[config.mk]
export PLATFORM = sky130hd
export DESIGN_NAME = execute_stage
export DESIGN_NICKNAME = d
export VERILOG_FILES = /design/src/rtl/execute_stage.sv
export SDC_FILE = /design/constraint.sdc
export NUM_CORES = 1
export LEC_CHECK = 0
export ABC_AREA = 1
export CELL_PAD_IN_SITES_DETAIL_PLACEMENT = 0
export CELL_PAD_IN_SITES_GLOBAL_PLACEMENT = 1
export CORE_ASPECT_RATIO = 2
export CORE_MARGIN = 2
export CORE_UTILIZATION = 37
export CTS_CLUSTER_DIAMETER = 200
export DETAILED_ROUTE_END_ITERATION = 7
export HOLD_SLACK_MARGIN = 0.03
export PLACE_DENSITY_LB_ADDON = 0.1
export SLEW_MARGIN = 40
export SYNTH_ARGS = -nofsm -noshare
export SYNTH_HDL_FRONTEND = slang
export SYNTH_SLANG_ARGS = --single-unit
[constraint.sdc]
create_clock -name clk -period 13.7 [get_ports clk]
set_clock_uncertainty 0.1 [all_clocks]
set_input_delay 2.055 -clock clk [delete_from_list [all_inputs] [get_ports clk]]
set_output_delay 2.055 -clock clk [all_outputs]
set_load 0.01 [all_outputs]
[src/rtl/execute_stage.sv]
// execute_stage: EX stage of the 5-stage RISC-V pipeline.
// Selects forwarded operands, runs the ALU, resolves branches straight back to
// fetch, and holds the EX/MEM pipeline register (updated on the falling edge).
// Ports:
//   clk, rst (async, active-low)
//   E-side inputs : control bits, ALUControlE, RD1E/RD2E, ImmExtE, PCE,
//                   PCPlus4E, RDE, ForwardAE/ForwardBE, ResultW
//   Combinational : PCSrcE, PCTargetE
//   Registered    : ALUResultM, WriteDataM, PCPlus4M, RDM, RegWriteM,
//                   MemWriteM, ResultSrcM
module execute_stage #(
  parameter int unsigned XLEN = 32
) (
  input  logic            clk,
  input  logic            rst,
  input  logic            RegWriteE,
  input  logic            MemWriteE,
  input  logic            BranchE,
  input  logic            ALUSrcE,
  input  logic            ResultSrcE,
  input  logic [2:0]      ALUControlE,
  input  logic [XLEN-1:0] RD1E,
  input  logic [XLEN-1:0] RD2E,
  input  logic [XLEN-1:0] ImmExtE,
  input  logic [XLEN-1:0] PCE,
  input  logic [XLEN-1:0] PCPlus4E,
  input  logic [4:0]      RDE,
  input  logic [1:0]      ForwardAE,
  input  logic [1:0]      ForwardBE,
  input  logic [XLEN-1:0] ResultW,
  output logic            PCSrcE,
  output logic [XLEN-1:0] PCTargetE,
  output logic [XLEN-1:0] ALUResultM,
  output logic [XLEN-1:0] WriteDataM,
  output logic [XLEN-1:0] PCPlus4M,
  output logic [4:0]      RDM,
  output logic            RegWriteM,
  output logic            MemWriteM,
  output logic            ResultSrcM
);

  localparam logic [2:0] ALU_ADD = 3'b000;
  localparam logic [2:0] ALU_SUB = 3'b001;
  localparam logic [2:0] ALU_AND = 3'b010;
  localparam logic [2:0] ALU_OR  = 3'b011;
  localparam logic [2:0] ALU_SLT = 3'b101;

  logic [XLEN-1:0] src_a;
  logic [XLEN-1:0] fwd_b;
  logic [XLEN-1:0] src_b;
  logic [XLEN-1:0] alu_result;
  logic            zero;

  // Operand A forwarding: 01 = writeback result, 10 = EX/MEM result.
  always_comb begin
    src_a = RD1E;
    case (ForwardAE)
      2'b01:   src_a = ResultW;
      2'b10:   src_a = ALUResultM;
      default: src_a = RD1E;
    endcase
  end

  // Operand B forwarding; this value (never the immediate) is also store data.
  always_comb begin
    fwd_b = RD2E;
    case (ForwardBE)
      2'b01:   fwd_b = ResultW;
      2'b10:   fwd_b = ALUResultM;
      default: fwd_b = RD2E;
    endcase
  end

  assign src_b = ALUSrcE ? ImmExtE : fwd_b;

  // ALU; add/sub wrap, unused codes yield zero.
  always_comb begin
    alu_result = '0;
    case (ALUControlE)
      ALU_ADD: alu_result = src_a + src_b;
      ALU_SUB: alu_result = src_a - src_b;
      ALU_AND: alu_result = src_a & src_b;
      ALU_OR:  alu_result = src_a | src_b;
      ALU_SLT: alu_result = XLEN'($signed(src_a) < $signed(src_b));
      default: alu_result = '0;
    endcase
  end

  assign zero      = (alu_result == '0);
  assign PCSrcE    = BranchE & zero;
  assign PCTargetE = PCE + ImmExtE;

  // EX/MEM pipeline register, falling edge to match the ID/EX register.
  always_ff @(negedge clk or negedge rst) begin
    if (!rst) begin
      ALUResultM <= '0;
      WriteDataM <= '0;
      PCPlus4M   <= '0;
      RDM        <= '0;
      RegWriteM  <= 1'b0;
      MemWriteM  <= 1'b0;
      ResultSrcM <= 1'b0;
    end else begin
      ALUResultM <= alu_result;
      WriteDataM <= fwd_b;
      PCPlus4M   <= PCPlus4E;
      RDM        <= RDE;
      RegWriteM  <= RegWriteE;
      MemWriteM  <= MemWriteE;
      ResultSrcM <= ResultSrcE;
    end
  end

endmodule

==> flow_summary.yaml <==
power_and_ir_drop:
  power.internal_mw: 0.911
  p_leak_nw: 8.53
  clkPwrFrac_pct: 17.1
  p_seq_share_pct: 21.6
  p_sw_mw: 0.815
  combPwrFrac_pct: 61.3
  power_density_mw_per_mm2: 102
  finalPower_mw: 1.73
  p_sw_share_pct: 47.2
  ir_drop_v: 0.0000686
finish:
  utilization_pct: 50.3
  drive_above_1_share_pct: 7.17
  nNetsFinal: 2625
  syn_to_final_growth_pct: 34.0
  n_fill_cell: 3500
  layout.cells.non_filler: 2716
cts:
  cts_buffers: 9
  htreeDepth: 3
  cts-root-buf: "clkbuf_16"
  cts_buffer_depth: 2
  path_clk_slew_ns: 0.05
  cts_tree: "yes"
  cts_sinks: 104
  clk_latency_ns: 0.37
global_route:
  grt_first_pass_wirelength_mm: 89.7
  track_usage_pct: 33.8
  antenna_found_initial: 7
  grt_max_degree: 66
  grt.overflow.total: 0
  grt_pass1_vias: 14655
die:
  dieArea_mm2: 0.0356
  core_mm2: 0.0335
  die_y_um: 265
  io_pins: 348
  die_w_um: 134
  rows: 95
  start_util_pct: 37.6
synth:
  yosys-top-cells-area: "dfrtn_1, nand2_1, ha_1"
  synthFlopType: "dfrtn_1"
  yosys_warnings: 0
  synthesis.nets: 2298
  synthCells: 1941
  synth-edff-count: 0
  synth_seq_cells: 104
  avgSynthCellArea_um2: 6.49
  ys_seq_area_share_pct: 20.7
  synth.largest_area_cell: "dfrtn_1"
  synthArstFlopShare_pct: 100
  yosys.area.top_type_share_pct: 20.7
  synth.distinct_cells: 53
  synth.cell_area_mm2: 0.0126
timing:
  final.setup.worst_slack_ns: 0.498
  tightest_slew_ns: 0.851
  rsz0062_at_grt: "no"
  finalSetupViolations: 0
  finalSetupTns_ns: 0
  slew_headroom_pct: 42.7
  slew_viol_final: 0
  finalHoldViolCount: 0
setup_path:
  critPathKind: "register to output pin"
  cp-endpoint: "PCSrcE"
  rr_worst_depth: 14
  critPathMaxStageDelay_ns: 0.42
  startpoint: "ALUResultM[29]"
  cp_num_buf_inv: 5
  worstPathRequired_ns: 11.55
  crit_arrival_ns: 11.05
  worst-path-stages: 18
  path_common_cell: "inv_1"
  r2r-start: "ALUResultM[29]"
  crit_fanout: 6
  reg2reg_slack_ns: 10.23
  crit_chain: "a221o_1 > o21ai_1 > inv_1 > ha_1 > buf_4 > inv_1 > nor3_1 > inv_1 > o21ai_0 > a21oi_1 > nand2_1 > nand2_1 > nand3_1 > nand3b_1 > nor2_1 > nand3_1 > nor2_2 > dlymetal6s2s_1"
  endpoint_kind: "output pin"
  crit_path_start_kind: "register"
  critPathTopFamily: "simple AND/OR/NAND/NOR gates"
  reg2reg_to: "ALUResultM[31]"
  slowest_stage: "ha_1"
worst_hold_path:
  hold_class: "register to register"
routing:
  wirelength_mm: 61.7
  vias: 14301
  wl_met3_mm: 3.52
  wl_met1_mm: 22.0
  dr.pass1.iters: 6
  dr_wl_met2_mm: 32.7
  wire_per_inst_um: 22.7
  post_drt_via_cell_ratio: 5.27
  top_layer: "met4"
  drc: 0
  antenna_left: 0
  drt_iter0_drc: 775
flow_run:
  max-cap-violations: 0
outcome:
  outcome: "finished clean"
placement:
  io_buffers: 347
  dp_cells: 2690
  gp_congestion: 0.963
  post-dp-hpwl_mm: 52.5
  dp_worst_setup_slack_ns: 0.218
## worst min-delay path by stage
stage / from / end / cells past startpoint
6_report: ALUResultM[31] / WriteDataM[31] / 2
2_1_floorplan: ALUResultM[1] / WriteDataM[1] / 2
3_3_place_gp: ALUResultM[31] / WriteDataM[31] / 2
4_1_cts: ALUResultM[31] / WriteDataM[31] / 2
5_1_grt: ALUResultM[31] / WriteDataM[31] / 2
3_5_place_dp: ALUResultM[31] / WriteDataM[31] / 2
## worst reg2reg max path, delay by kind of cell (launching register included)
family,cells,cell delay [ns]
AOI/OAI and AO/OA,4,1.05
adders and majority gates,1,0.42
buffers and inverters,4,0.65
DFF,1,0.41
and+or+nand+nor,5,0.63
## flip-flops by register name (all words and copies together), names as in the netlist
register and count:
ALUResultM 32, MemWriteM 1, PCPlus4M 32, RDM 5, RegWriteM 1, ResultSrcM 1
WriteDataM 32
## cells in the mapped netlist (2+ instances only)
library cell    n
xor2_1         22
dfrtn_1       104
clkinv_1        2
inv_1         341
nor3_1         12
o22ai_1        18
o21ai_1        27
nor2_1        140
nand2_2        16
buf_4           6
nand3_2         5
xnor2_1        10
fa_1            3
nand3b_1       14
o21bai_1       11
o21a_1          3
o211ai_1        2
ha_1          143
nand3_1       136
nor2_4          9
clkbuf_1       32
a21oi_2         9
a221o_1        60
and2_1          7
inv_2          20
a221oi_1        2
nor3_2          7
nor2_2         18
a21o_1          5
buf_2          13
buf_6          16
nor4_1          2
a21oi_1        85
nand4_1        18
nand2_1       491
a31oi_1         4
a21boi_0        2
o21ai_0       111
## metrics by stage
step	cell area (um^2)	hold slack, ns
after floorplan	12600	0.505
after CTS	16800	0.493
final	16900	0.491
after global placement	16500	0.493
after global routing	16900	0.552
after detailed placement	16500	0.495
## what timing repair did
| item | CTS | global route |
|---|---|---|
| pin swaps | 0 | 4 |
| gates resized for setup | 4 | 17 |
| buffers inserted | 0 | 3 |
| hold buffers | 0 | 0 |
| endpoints found under the setup margin | 1 | 1 |
## power by group through the flow
stage	clock (mW)	combinational [mW]	sequential [mW]
2_1_floorplan	0	0.597	0.387
3_3_place_gp	0	1.04	0.376
3_5_place_dp	0	1.04	0.378
4_1_cts	0.301	1.04	0.372
5_1_grt	0.310	1.15	0.375
6_report	0.295	1.06	0.373
## cells in the final DEF, fill, tap and decap left out, types with 60 or more instances in the layout
master,instances
dfrtn_1,104
o21ai_0,105
nand2_1,489
a21oi_1,85
nor2_1,136
ha_1,137
inv_1,341
nand3_1,135
clkdlybuf4s50_1,344
a221o_1,60
## kinds of logic (layout without fill, tap and decap cells)
kind of cell	Yosys count	in the layout	share of synthesized area [%]
flops	104	104	20.7
xor+xnor	32	32	2.23
simple gates	882	882	30.9
fa+ha+maj	146	146	14.7
other cells	0	7	0
compound gates	345	345	17.4
buf+inv	432	764	14.2
## routing by layer
metal  vias to the layer above  global-route usage [%]
met5                         -                       0
met4                         0                    18.9
li1                       6888                       -
met3                       127                    5.26
met2                       571                    64.1
met1                      6715                    34.5
## layout make-up
cell class	instances	area [um^2]	area share, %
Clock buffer	12	246	1.46
Antenna cell	7	17.5	0.104
Tap cell	436	546	3.23
Multi-Input combinational cell	1405	8250	48.9
Clock inverter	4	77.6	0.460
Timing Repair Buffer	384	3760	22.3
Sequential cell	104	2600	15.4
Inverter	364	1370	8.10
(Power assumes the default switching activity.)
